===== src/rtl/divisor.sv =====
// Restoring unsigned divider, Q = A / B and R = A % B, one quotient bit per cycle; optional dz flag under DIVISOR_DZ_EN.
// Latency: done rises N+1 clock edges after the edge that samples start; operands are latched on that edge.
// Backpressure: start is ignored while busy; done and the result are held for as long as start stays high.
module divisor #(
    parameter int N = 8
) (
    input  logic         clk,
    input  logic         rst,
    input  logic         start,
    output logic         done,
    input  logic [N-1:0] A_in,
    input  logic [N-1:0] B_in,
    output logic [N-1:0] Q_out,
    output logic [N-1:0] R_out
`ifdef DIVISOR_DZ_EN
    ,
    output logic         dz
`endif
);

    localparam int CW = $clog2(N + 1);

    typedef enum logic [1:0] {
        IDLE = 2'd0,
        CALC = 2'd1,
        DONE = 2'd2
    } state_t;

    state_t          state_q, state_d;
    logic [N-1:0]    a_q, a_d;
    logic [N-1:0]    b_q, b_d;
    logic [N-1:0]    r_q, r_d;
    logic [CW-1:0]   cnt_q, cnt_d;
    logic [N-1:0]    q_out_q, q_out_d;
    logic [N-1:0]    r_out_q, r_out_d;
    logic            done_q, done_d;
`ifdef DIVISOR_DZ_EN
    logic            dz_q, dz_d;
`endif

    logic [N:0]      shifted;
    logic [N-1:0]    diff;
    logic            fits;

    // The trial difference is only kept when shifted >= B, in which case it
    // is below B and fits in N bits, so the low N bits are sufficient.
    always_comb begin
        shifted = {r_q, a_q[N-1]};
        fits    = (shifted >= {1'b0, b_q});
        diff    = shifted[N-1:0] - b_q;
    end

    always_comb begin
        state_d = state_q;
        a_d     = a_q;
        b_d     = b_q;
        r_d     = r_q;
        cnt_d   = cnt_q;
        q_out_d = q_out_q;
        r_out_d = r_out_q;
        done_d  = done_q;
`ifdef DIVISOR_DZ_EN
        dz_d    = dz_q;
`endif

        case (state_q)
            IDLE: begin
                done_d = 1'b0;
                if (start) begin
                    a_d     = A_in;
                    b_d     = B_in;
                    r_d     = '0;
                    cnt_d   = CW'(N);
                    state_d = CALC;
                end
            end

            CALC: begin
                if (cnt_q != '0) begin
                    a_d   = {a_q[N-2:0], fits};
                    r_d   = fits ? diff : shifted[N-1:0];
                    cnt_d = cnt_q - CW'(1);
                end else begin
                    // a_q now holds the quotient; B = 0 naturally yields all ones and R = A.
                    q_out_d = a_q;
                    r_out_d = r_q;
                    done_d  = 1'b1;
`ifdef DIVISOR_DZ_EN
                    dz_d    = (b_q == '0);
`endif
                    state_d = DONE;
                end
            end

            DONE: begin
                if (!start) begin
                    done_d  = 1'b0;
`ifdef DIVISOR_DZ_EN
                    dz_d    = 1'b0;
`endif
                    state_d = IDLE;
                end
            end

            default: begin
                done_d  = 1'b0;
`ifdef DIVISOR_DZ_EN
                dz_d    = 1'b0;
`endif
                state_d = IDLE;
            end
        endcase
    end

    always_ff @(posedge clk or negedge rst) begin
        if (!rst) begin
            state_q <= IDLE;
            a_q     <= '0;
            b_q     <= '0;
            r_q     <= '0;
            cnt_q   <= '0;
            q_out_q <= '0;
            r_out_q <= '0;
            done_q  <= 1'b0;
        end else begin
            state_q <= state_d;
            a_q     <= a_d;
            b_q     <= b_d;
            r_q     <= r_d;
            cnt_q   <= cnt_d;
            q_out_q <= q_out_d;
            r_out_q <= r_out_d;
            done_q  <= done_d;
        end
    end

`ifdef DIVISOR_DZ_EN
    always_ff @(posedge clk or negedge rst) begin
        if (!rst) begin
            dz_q <= 1'b0;
        end else begin
            dz_q <= dz_d;
        end
    end

    assign dz = dz_q;
`endif

    assign done  = done_q;
    assign Q_out = q_out_q;
    assign R_out = r_out_q;

endmodule


===== config.mk =====
export PLATFORM = sky130hd
export DESIGN_NAME = divisor
export DESIGN_NICKNAME = d
export VERILOG_FILES = /design/src/rtl/divisor.sv
export SDC_FILE = /design/constraint.sdc
export NUM_CORES = 1
export LEC_CHECK = 0
export BUFFER_PORTS_ARGS = -buffer_cell sky130_fd_sc_hd__buf_4
export CAP_MARGIN = 20
export CORE_ASPECT_RATIO = 0.8
export CORE_UTILIZATION = 42
export DETAILED_ROUTE_END_ITERATION = 16
export PLACE_DENSITY = 0.62
export SYNTH_ARGS = -nofsm -noshare
export SYNTH_HDL_FRONTEND = slang
export SYNTH_SLANG_ARGS = --single-unit

===== constraint.sdc =====
create_clock -name clk -period 2.5 [get_ports clk]
set_input_delay 0 -clock clk [delete_from_list [all_inputs] [get_ports clk]]
set_output_delay 0 -clock clk [all_outputs]
set_load 0.01 [all_outputs]

### Word-level counts from Yosys, hierarchy flattened

Index checks and enable logic that the tools add are counted.

* bits in registers: 47
* input bits: 19

* bitwise logic cells: 1
* multiplexer cells: 17
* equal/unequal tests: 6
* reductions and logical operators: 8
* $add $sub $neg: 2
* magnitude comparators: 1

Operator list (number)
* $mux W8: 5
* $pmux W8 S2: 2
* $ge A9 B8 Y1: 1
* $mux W4: 2
* $ne A2 B2 Y1 const B: 4
* $pmux W4 S2: 1
* $sub A8 B8 Y8: 1
* $mux W2: 3
* $pmux W2 S3: 1
* $reduce_and A2 Y1: 3
* $reduce_and A3 Y1: 2
* $reduce_bool A4 Y1: 1
* $sub A4 B1 Y4 const B: 1
* $eq A2 B1 Y1 const B: 1
* $eq A2 B2 Y1 const B: 1
* $logic_not A2 Y1: 1
* $mux W1: 2
* $pmux W1 S2: 1
* $reduce_bool A2 Y1: 1
* $not A1 Y1: 1

### Logic depth before layout (Yosys ltp)

Gate-level depths: netlist (run 1).

* depth in word-level cells: 4
* depth in mapped cells: 9
* depth with buffers taken out: 9

### Worst setup path after synthesis (run 1)

Ideal clock, no wire load.

* kind: flip-flop to flip-flop
* from: register b_q[1]
* to: register r_q[7]
* setup slack: 0.649 ns
* period minus slack after synthesis: 1.851 ns
* stages on the path, launching flop included: 9
* path buffers: 0
* arrival time: 1.729 ns
* cells stage by stage: dfrtp_1 > inv_1 > ha_1 > nor2b_1 > nor3_1 > o31a_1 > a311oi_1 > o21ai_1 > a32o_1

* longest elaborated chain between the ends: 4

RTL lines
* start, declared: RTL line 31 `logic [N-1:0] b_q, b_d;`
* start signal, assigned: RTL line 119 `b_q <= '0;`
* start signal, assigned: RTL line 128 `b_q <= b_d;`
* $sub A8 B8 Y8 / $ge A9 B8 Y1 (equally long branches): RTL line 50, 49
* $mux W8 *: RTL line 81 `r_d = fits ? diff : shifted[N-1:0];`
* $mux W8 *: RTL line 79 `if (cnt_q != '0) begin`
* $pmux W8 S2 *: RTL line 66 `case (state_q)`
* end signal, assigned: RTL line 129 `r_q <= r_d;`
* end, declared: RTL line 32 `logic [N-1:0] r_q, r_d;`

Every way passes the cells marked *; elsewhere a longest branch is shown, timed or not. The select of a mux whose other input is x is not followed.
A chain may end at the register's enable or synchronous reset.

### Final worst setup path (run 1)

* from: register r_q[5]
* to: register r_q[7]

* longest elaborated chain between the ends: 4

RTL lines (RTL line)
* $sub A8 B8 Y8 / $ge A9 B8 Y1 (equally long branches): 50, 49
* $mux W8 *: 81
* $mux W8 *: 79
* $pmux W8 S2 *: 66

Marks and branches as above.

==> results.tsv, run 1 <==
stage	metric	value	unit
grt	initial antenna violation count	0	
pwr	switch share	0.4181	
pwr	switching power	0.001824	W
clock_network	CTS resizes	0	
detailed_routing	wirelength, routed	4.736	mm
timing	# setup viols final	0	
timing	Slew HR	0.5932	
grt	vias in the first global route	1615	
detailed_routing	DR WL/cell	14.14	um
timing	Slew Viols, Final	0	
pwr	Leak	1.390	nW
detailed_routing	First-pass DRT Iterations	4	
timing	Final Cycle Share	0.8328	
timing	Max Clock Skew	0.01243	ns
clock_network	CTS tree	built	
pwr	sequential power share	0.316	
clock_network	Num CTS Buffers	5	
finish	final net count	302	
setup_path	critical path class	reg -> reg	
place	DP Wirelength	3.163	mm
timing	Slew @ Worst Pin	0.6088	ns
place	routability cong.	0.8174	
flow_run	Max-Cap Viols	0	
timing	Period minus WS final	2.082	ns
floorplan	CORE AREA	5180	um2
synth	Synth Warn #	0	
synth	syn_nets	248	
grt	GR Overflow Total	0	
grt	Global Route Usage Sum	0.1804	
floorplan	DIE AREA	5857	um2
setup_path	critical-path maximum fanout	16	
clock_network	Clk pin slew, worst setup/hold paths	0.10	ns
timing	RSZ-0062 raised after global routing	false	
detailed_routing	post-route ant nets	0	
setup_path	worst path arrival time	2.30	ns
detailed_routing	via-per-instance ratio	5.069	
hold_path	Hold Path Stages	3	
clock_network	setup repair bufs after CTS	0	
clock_network	clk sinks	47	
pwr	Internal	0.002539	W
detailed_routing	1st-iter DRT viols	75	
synth	number of synthesized register bits	47	
finish	diode count	0	
synth	Syn Area/Cell	10.70	um2
timing	final hold violation count	0	
outcome	status	completed	
pwr	combinational power share	0.543	
floorplan	Die H	68.65	um
synth	Post-Syn Area	2332	um2
detailed_routing	DRC Markers	0	
setup_path	type of origin of the critical path	flop	
timing	Max Clk Rate	480.3	MHz
synth	register area share after synthesis	0.5043	
detailed_routing	Via Count	1698	
floorplan	number of cell rows	23	
pwr	PD cells	1484	nW/um2
setup_path	Worst Reg-to-Reg Cells	6	
hold_path	Hold WC Path Type	in -> reg	
pwr	Worst VDD drop	0.7706	mV
floorplan	IO Pins	36	
pwr	Clk pwr share	0.141	
grt	first-pass GRT wire length	7.824	mm
place	Buffers on Ports	35	
clock_network	Clock H-tree levels	2	
synth	Mapped Cells	218	
setup_path	crit path capture type	flop	
setup_path	Worst EP required	2.72	ns
finish	ratio of cells with drive above 1 in the final layout	0.2381	
floorplan	Starting Density	0.4502	
clock_network	Root Driver	clkbuf_8	
floorplan	chip width	85.32	um
grt	largest net degree at the start of global routing	48	
synth	Unique masters post-synth	41	
clock_network	Clk Latency, worst-skew pair	0.32	ns
clock_network	Clock Path Buffers	2	
pwr	Total Power	0.004362	W
timing	Setup TNS Final	0	ns
finish	area grow syn2layout	26.07	%
-- stage by stage --
stage / hold WS (ns) / cells / setup WS [ns] / cell area, um2 / util
2_1_floorplan: -0.2956 / 218 / 0.6495 / 2332 / -
3_3_place_gp: 0.05105 / 310 / 0.4833 / 2649 / 0.5114
3_5_place_dp: 0.05625 / 310 / 0.4477 / 2649 / 0.5114
4_1_cts: 0.01778 / 335 / 0.4217 / 2940 / 0.5676
5_1_grt: 0.04763 / 335 / 0.2704 / 2940 / 0.5676
6_report: 0.02232 / 335 / 0.4180 / 2940 / 0.5676
-- sequential cells by signal, summed over array words and instances (netlist names) --
signal and cells:
Q_out 8, R_out 8, a_q 8, b_q 8, cnt_q 4, done 1
r_q 8, state_q 2
-- timing repair --
action	in CTS	in global routing
hold buffers	17	0
endpoints found under the hold margin	63	0
endpoints found under the setup margin	0	0
-- power groups by stage --
stage	Clock (W)	Combinational, W	Sequential, W
floorplan	0	0.00177	0.00140
global placement	0	0.00233	0.00139
detailed placement	0	0.00236	0.00139
CTS	0.000619	0.00239	0.00138
global route	0.000653	0.00265	0.00143
finish	0.000613	0.00237	0.00138
-- worst paths after layout --
check	start	slack, ns	end
min in group asynchronous	rst	0.23	b_q[3]
worst min-delay path	start	0.02	state_q[1]
worst max-delay path	r_q[5]	0.42	r_q[7]
worst min register to register	R_out[0]	0.50	R_out[0]
worst max register to register	r_q[5]	0.42	r_q[7]
max in group asynchronous	rst	1.85	a_q[7]
-- kinds of logic (layout without fill, tap and decap cells) --
group | Yosys count | after routing | synth area share
AO/OA/AOI/OAI | 50 | 50 | 0.1336
adder cells (fa/ha/maj) | 11 | 11 | 0.06223
buffers and inverters | 20 | 75 | 0.03755
AND/OR/NAND/NOR | 61 | 61 | 0.1320
multiplexers | 25 | 25 | 0.1153
XOR/XNOR | 4 | 4 | 0.01502
flip-flops | 47 | 47 | 0.5043
-- placed cells by master (no fill, tap or decap), types with 2 or more instances in the layout --
master / Yosys / final
dlygate4sd3_1: 0 / 17
nor2b_1: 5 / 5
clkbuf_8: 0 / 6
o22ai_1: 2 / 2
a32oi_1: 2 / 2
nand2_1: 29 / 29
nor2_1: 10 / 10
ha_1: 10 / 10
o21ai_1: 14 / 14
inv_1: 12 / 12
nor3_1: 5 / 5
o21ai_0: 11 / 11
buf_4: 2 / 37
mux2_1: 5 / 5
mux2i_1: 10 / 10
a21oi_1: 10 / 10
xor2_1: 3 / 3
nand2b_1: 4 / 4
o21a_1: 2 / 2
dfrtp_1: 47 / 47
mux2_2: 10 / 10
-- layer usage --
layer	GRT usage	share of wire	vias to the layer above
li1	-	-	864
met1	0.2494	0.52	800
met2	0.2712	0.43	27
met3	0.05952	0.040	7
met4	0.05625	0.012	0
met5	0	0	-
-- worst max-delay path, stage by stage (launching register included) --
cell	delay [ns]
dfrtp_1	0.43
ha_1	0.36
a21oi_1	0.27
o221ai_2	0.15
a21oi_4	0.40
nand2b_1	0.10
a32o_1	0.27
-- layout make-up --
type / instances / area [um2]
flip-flops and latches: 47 / 1176
multi-input cells: 151 / 1069
well taps: 62 / 77.57
inverters: 13 / 48.80
repair buffers: 54 / 447.9
fillers: 468 / 2240
clock inverters: 2 / 38.79
clock buffers: 6 / 82.58
-- synthesized netlist by cell type (all sizes together) --
library cell | count | area share
buf | 6 | 0.015
xor2 | 3 | 0.011
mux2 | 15 | 0.072
o221ai | 1 | 0.0064
o21ai | 26 | 0.057
o31ai | 1 | 0.0032
nor4 | 1 | 0.0054
o31a | 1 | 0.0038
nand3 | 1 | 0.0021
nand2b | 4 | 0.011
nand3b | 1 | 0.0032
clkbuf | 1 | 0.0016
o22ai | 2 | 0.0054
nor2b | 5 | 0.013
a21oi | 11 | 0.028
a32oi | 2 | 0.0075
dfrtp | 47 | 0.50
nor3 | 5 | 0.011
a32o | 1 | 0.0043
nand2 | 30 | 0.049
o21bai | 1 | 0.0032
nor2 | 12 | 0.024
xnor2 | 1 | 0.0038
a311oi | 1 | 0.0038
inv | 13 | 0.021
mux2i | 10 | 0.043
a2bb2oi | 1 | 0.0038
ha | 10 | 0.054
o21a | 2 | 0.0064
fa | 1 | 0.0086
nor3b | 2 | 0.013
Power figures use the tool's default switching activity.
==> run 2: changes to the inputs <==
ABC_AREA = 1   (was default)
PLACE_DENSITY = 0.64   (was 0.62)
clock period = 1.7 ns   (was 2.5 ns; I/O delays follow)
==> results.tsv, run 2 <==
stage	metric	value	unit	change
detailed_routing	Via Count	2203		was 1698
clock_network	Root Driver	clkbuf_8		unchanged
detailed_routing	First-pass DRT Iterations	4		unchanged
setup_path	crit path capture type	flop		unchanged
setup_path	Worst EP required	1.89	ns	was 2.72 ns
grt	largest net degree at the start of global routing	48		unchanged
setup_path	CP cell instances	ha_4, nand2_2, nand2_1, nand2_1, nand2_1, nand2_2, nand4_4, nand2_1, nand3_1, nand2_1		was ha_1, a21oi_1, o221ai_2, a21oi_4, nand2b_1, a32o_1
synth	Syn Area/Cell	8.272	um2	was 10.70 um2
synth	number of synthesized register bits	47		unchanged
timing	Slew HR	0.6037		was 0.5932
clock_network	Clk Latency, worst-skew pair	0.29	ns	was 0.32 ns
synth	Post-synth EDFFs	0		unchanged
floorplan	Die H	70.87	um	was 68.65 um
clock_network	Clock H-tree levels	2		unchanged
pwr	switch share	0.4613		was 0.4181
pwr	Leak	1.669	nW	was 1.390 nW
finish	final net count	404		was 302
floorplan	Starting Density	0.4458		was 0.4502
timing	post-route setup slack	0.05303	ns	was 0.4180 ns
grt	GR Overflow Total	0		unchanged
grt	initial antenna violation count	0		unchanged
timing	Fin Hold WS	0.02513	ns	was 0.02232 ns
synth	top cells by area, synth	dfrtp_1, nand2_1, o21ai_0		was dfrtp_1, ha_1, mux2_2
timing	final hold violation count	0		unchanged
synth	register area share after synthesis	0.4724		was 0.5043
pwr	Internal	0.004224	W	was 0.002539 W
timing	Slew @ Worst Pin	0.5944	ns	was 0.6088 ns
timing	Max Clock Skew	0.006003	ns	was 0.01243 ns
setup_path	delay of the slowest cell on the worst path	0.43	ns	about the same
timing	Final Cycle Share	0.9688		was 0.8328
timing	Slew Viols, Final	0		unchanged
outcome	status	completed		unchanged
timing	Max Clk Rate	607.2	MHz	was 480.3 MHz
synth	Unique masters post-synth	32		was 41
detailed_routing	DRC Markers	0		unchanged
synth	ys async rst share	1.000		unchanged
pwr	combinational power share	0.663		was 0.543
pwr	Worst VDD drop	1.250	mV	was 0.7706 mV
setup_path	worst path arrival time	1.84	ns	was 2.30 ns
pwr	sequential power share	0.253		was 0.316
clock_network	CTS tree	built		unchanged
finish	most frequent cells in the layout	nand2_1, buf_4, dfrtp_1, inv_1, o21ai_0		was dfrtp_1, buf_4, nand2_1, dlygate4sd3_1, o21ai_1
timing	# setup viols final	0		unchanged
place	Buffers on Ports	35		unchanged
finish	ratio of cells with drive above 1 in the final layout	0.3040		was 0.2381
synth	area share of the largest cell type after synthesis	0.4724		was 0.5043
clock_network	Clock Path Buffers	2		unchanged
setup_path	CP max stage cell	dfrtp_1		unchanged
grt	Global Route Usage Sum	0.2054		was 0.1804
synth	syn_nets	331		was 248
grt	first-pass GRT wire length	9.853	mm	was 7.824 mm
timing	Period minus WS final	1.647	ns	was 2.082 ns
detailed_routing	1st-iter DRT viols	85		was 75
synth	top-count cell post-synth	nand2_1		was dfrtp_1
floorplan	chip width	88.09	um	was 85.32 um
clock_network	clk sinks	47		unchanged
floorplan	DIE AREA	6242	um2	was 5857 um2
floorplan	IO Pins	36		unchanged
grt	vias in the first global route	2164		was 1615
clock_network	Clk pin slew, worst setup/hold paths	0.09	ns	was 0.10 ns
floorplan	number of cell rows	24		was 23
timing	RSZ-0062 raised after global routing	true		was false
setup_path	type of origin of the critical path	flop		unchanged
place	DP Wirelength	4.081	mm	was 3.163 mm
pwr	Clk pwr share	0.084		was 0.141
synth	Post-Syn Area	2490	um2	was 2332 um2
pwr	PD cells	2311	nW/um2	was 1484 nW/um2
floorplan	CORE AREA	5585	um2	was 5180 um2
synth	Synth Warn #	0		unchanged
hold_path	Hold WC Path Type	in -> reg		unchanged
place	routability cong.	0.8619		was 0.8174
finish	commonest non-fill, non-tap cell in the layout	nand2_1		was dfrtp_1
finish	Filler cells	511		was 468
place	Setup WS pre-CTS	-0.08549	ns	was 0.4477 ns
detailed_routing	wirelength, routed	5.843	mm	was 4.736 mm
setup_path	Most common cell on crit path	nand2_1		
detailed_routing	via-per-instance ratio	4.863		was 5.069
synth	synth cell count leaders	nand2_1, dfrtp_1, inv_1		was dfrtp_1, nand2_1, o21ai_1
finish	area grow syn2layout	36.28	%	was 26.07%
synth	Mapped Cells	301		was 218
pwr	switching power	0.003617	W	was 0.001824 W
flow_run	Max-Cap Viols	0		unchanged
detailed_routing	post-route ant nets	0		unchanged
setup_path	critical path class	reg -> reg		unchanged
clock_network	Num CTS Buffers	5		unchanged
synth	post-synth top area cell	dfrtp_1		unchanged
finish	diode count	0		unchanged
synth	top_reg_cell synth	dfrtp_1		unchanged
setup_path	critical-path maximum fanout	5		was 16
detailed_routing	DR WL/cell	12.90	um	was 14.14 um
## run 2: cell types whose count changed in the layout (fill, tap and decap cells not counted), sizes merged, moves of 6 or more
cell / before / now
mux2: 15 / 0
buf: 37 / 57
nand2: 30 / 88
nand3: 1 / 27
inv: 14 / 45
o21ai: 26 / 34
mux2i: 10 / 0
a21oi: 11 / 5
o211ai: 0 / 7
## run 2: power by group through the flow
stage	registers, W	logic (W)	clock network [W]
3_3_place_gp	0.00195	0.00440	0
5_1_grt	0.00204	0.00584	0.000728
4_1_cts	0.00195	0.00462	0.000679
3_5_place_dp	0.00196	0.00442	0
6_report	0.00198	0.00520	0.000662
2_1_floorplan	0.00199	0.00301	0
## run 2: metrics by stage
stage | cell area, um2 | TNS, ns | cells | utilization | total power (W)
finish | 3393 | 0 | 453 | 0.6075 | 0.007840
global route | 3393 | -0.2835 | 453 | 0.6075 | 0.008612
floorplan | 2490 | 0 | 301 | - | 0.004991
detailed placement | 2933 | -0.4521 | 424 | 0.5251 | 0.006385
CTS | 3223 | 0 | 449 | 0.5771 | 0.007255
global placement | 2933 | -0.06154 | 424 | 0.5251 | 0.006343
## run 2: area by class of cell
| class | count | area, um2 | share of cell area |
|---|---|---|---|
| Sequential cell | 47 | 1176 | 0.3466 |
| Multi-Input combinational cell | 202 | 1277 | 0.3765 |
| Tap cell | 78 | 97.59 | 0.02876 |
| Timing Repair Buffer | 73 | 588.1 | 0.1733 |
| Clock inverter | 2 | 12.51 | 0.003687 |
| Clock buffer | 6 | 72.57 | 0.02139 |
| Inverter | 45 | 168.9 | 0.04978 |
## run 2: cell families (layout without fill, tap and decap cells)
family / count (synthesis) / count (layout) / synth area share
AO/OA/AOI/OAI: 49 / 49 / 0.1186
buffers and inverters: 53 / 126 / 0.08894
adder cells (fa/ha/maj): 11 / 11 / 0.05829
flip-flops: 47 / 47 / 0.4724
XOR/XNOR: 5 / 5 / 0.01759
AND/OR/NAND/NOR: 136 / 137 / 0.2442
## run 2: worst max-delay path: cells and delay by family, from the launching register on
| kind | cells | cell delay, ns |
|---|---|---|
| adder cells (fa/ha/maj) | 1 | 0.32 |
| flip-flops | 1 | 0.43 |
| AND/OR/NAND/NOR | 9 | 0.79 |
## run 2: what timing repair did
item | in CTS | in global routing
hold buffers | 16 | 0
resized for setup | 4 | 33
endpoints found under the hold margin | 62 | 0
pin swaps | 1 | 13
setup buffers | 1 | 3
cloned | 0 | 1
endpoints found under the setup margin | 9 | 9
## run 2: routing by layer
| layer | up-vias | share of wire | global-route usage |
|---|---|---|---|
| met5 | - | 0 | 0 |
| met4 | 0 | 0.010 | 0.05376 |
| met3 | 4 | 0.036 | 0.03267 |
| met2 | 44 | 0.47 | 0.3316 |
| met1 | 1040 | 0.49 | 0.2893 |
| li1 | 1115 | - | - |
## run 2: path summary, 6_finish.rpt
kind	cells after the start	slack (ns)	end	from
worst max-delay path	10	0.05	r_q[6]	r_q[1]
worst min-delay path	3	0.03	a_q[0]	A_in[0]
worst max register to register	10	0.05	r_q[6]	r_q[1]
worst min register to register	2	0.49	Q_out[5]	Q_out[5]
max in group asynchronous	2	1.05	done	rst
min in group asynchronous	2	0.24	R_out[7]	rst
==> run 3: changes to the inputs <==
CORE_UTILIZATION = 50   (was 42)
PLACE_DENSITY = 0.74   (was 0.64)
==> results.tsv, run 3 (synthesis gave the netlist of run 2 again) <==
stage	metric	value	unit	change
timing	RSZ-0062 raised after global routing	true		unchanged
grt	vias in the first global route	1960		was 2164
floorplan	IO Pins	36		unchanged
floorplan	CORE AREA	4679	um2	was 5585 um2
clock_network	Num CTS Buffers	5		unchanged
timing	Max Clock Skew	0.004291	ns	was 0.006003 ns
clock_network	Root Driver	clkbuf_8		unchanged
finish	diode count	0		unchanged
floorplan	DIE AREA	5267	um2	was 6242 um2
place	DP Wirelength	4.092	mm	was 4.081 mm
clock_network	CTS tree	built		unchanged
grt	Global Route Usage Sum	0.2408		was 0.2054
detailed_routing	wirelength, routed	6.296	mm	was 5.843 mm
setup_path	Worst EP required	1.94	ns	was 1.89 ns
place	Buffers on Ports	35		unchanged
clock_network	Clock Path Buffers	2		unchanged
outcome	status	completed		unchanged
clock_network	clk sinks	47		unchanged
floorplan	Die H	65.12	um	was 70.87 um
timing	Final Cycle Share	0.9789		was 0.9688
detailed_routing	post-route ant nets	0		unchanged
finish	number of standard cells in the layout, taps in and fillers out	431		was 453
finish	commonest non-fill, non-tap cell in the layout	nand2_1		unchanged
finish	most frequent cells in the layout	nand2_1, buf_4, dfrtp_1, inv_1, o21ai_0		unchanged
timing	# setup viols final	0		unchanged
finish	final net count	400		was 404
finish	area grow syn2layout	37.44	%	was 36.28%
grt	initial antenna violation count	0		unchanged
grt	largest net degree at the start of global routing	48		unchanged
detailed_routing	1st-iter DRT viols	170		was 85
clock_network	Clk Latency, worst-skew pair	0.30	ns	was 0.29 ns
timing	Slew @ Worst Pin	0.6000	ns	was 0.5944 ns
clock_network	Clock H-tree levels	2		unchanged
setup_path	critical-path maximum fanout	8		was 5
detailed_routing	Via Count	2210		was 2203
finish	ratio of cells with drive above 1 in the final layout	0.3100		was 0.3040
timing	Slew Viols, Final	0		unchanged
detailed_routing	DR WL/cell	14.61	um	was 12.90 um
setup_path	type of origin of the critical path	flop		unchanged
timing	Slew HR	0.6000		was 0.6037
setup_path	crit path capture type	flop		unchanged
place	routability cong.	0.9365		was 0.8619
detailed_routing	DRC Markers	0		unchanged
timing	Period minus WS final	1.664	ns	was 1.647 ns
grt	GR Overflow Total	0		unchanged
setup_path	worst path arrival time	1.91	ns	was 1.84 ns
hold_path	Hold WC Path Type	in -> reg		unchanged
place	placed instance count	402		was 424
finish	Filler cells	347		was 511
detailed_routing	via-per-instance ratio	5.128		was 4.863
timing	Max Clk Rate	600.9	MHz	was 607.2 MHz
finish	area of the multi-input gates	1305	um2	was 1277 um2
finish	Register Area	1179	um2	was 1176 um2
detailed_routing	First-pass DRT Iterations	6		was 4
flow_run	Max-Cap Viols	0		unchanged
floorplan	number of cell rows	22		was 24
timing	final hold violation count	0		unchanged
floorplan	Starting Density	0.5321		was 0.4458
setup_path	critical path class	reg -> reg		unchanged
clock_network	Clk pin slew, worst setup/hold paths	0.09	ns	about the same
floorplan	chip width	80.90	um	was 88.09 um
grt	first-pass GRT wire length	9.397	mm	was 9.853 mm
-- run 3: cell count changes in the layout (fill, tap and decap cells not counted), moves of 2 or more --
cell       change
nor2_4         +2
dfrtp_2        +2
dfrtp_1        -2
buf_4          -5
bufinv_16      +2
nand2_1        -2
-- run 3: area by class of cell --
cell class | count | area share
tap | 60 | 0.02194
inverter | 45 | 0.04936
multi-input combinational | 202 | 0.3814
sequential | 47 | 0.3444
timing repair buffer | 69 | 0.1642
clock inverter | 2 | 0.01755
clock buffer | 6 | 0.02121
-- run 3: metrics by stage --
step / hold slack, ns / setup TNS (ns) / area (um2) / util / setup slack (ns)
after CTS: 0.01797 / 0 / 3238 / 0.6920 / 0.005473
after floorplan: -0.2956 / 0 / 2490 / - / 0.1360
after global placement: 0.05110 / -0.1445 / 2880 / 0.6155 / -0.03928
after global routing: 0.05069 / -0.3009 / 3422 / 0.7313 / -0.05844
after detailed placement: 0.04978 / -0.4073 / 2880 / 0.6155 / -0.06689
final: 0.01521 / 0 / 3422 / 0.7313 / 0.03589
-- run 3: repair_timing --
| action | 4_1_cts | 5_1_grt |
|---|---|---|
| pin swaps | 2 | 11 |
| setup endpoints to repair | 9 | 10 |
| buffers inserted | 1 | 3 |
| hold buffers | 16 | 0 |
| hold endpoints to repair | 62 | 0 |
| cloned | 0 | 1 |
| resized for setup | 8 | 37 |
-- run 3: path summary, 6_finish.rpt --
path / cells after the start / from / end / slack, ns
worst max-delay path: 9 / r_q[3] / r_q[3] / 0.04
worst min register to register: 2 / Q_out[3] / Q_out[3] / 0.50
worst max register to register: 9 / r_q[3] / r_q[3] / 0.04
min in group asynchronous: 2 / rst / R_out[5] / 0.24
max in group asynchronous: 2 / rst / r_q[3] / 1.02
worst min-delay path: 3 / A_in[0] / a_q[0] / 0.02
-- run 3: worst max-delay path: stages (launching register included) --
cell and delay, ns:
dfrtp_2 0.45, ha_4 0.34, nand2_4 0.08, nor2_4 0.12, nand2_1 0.08, nand3_2 0.12
nand3_4 0.13, nand3_1 0.11, nand3_1 0.09, nand2_1 0.07
-- run 3: metal layers --
layer  vias up  track usage  wire [um]
li1       1101            -          -
met1      1040       0.3600       2920
met2        59       0.3508       3048
met3        10      0.04583        245
met4         0      0.07589         80
met5         -            0          0
Power of run 3 is not shown: default switching activity piles up to over one toggle a cycle in this logic, so the estimate is an artifact.
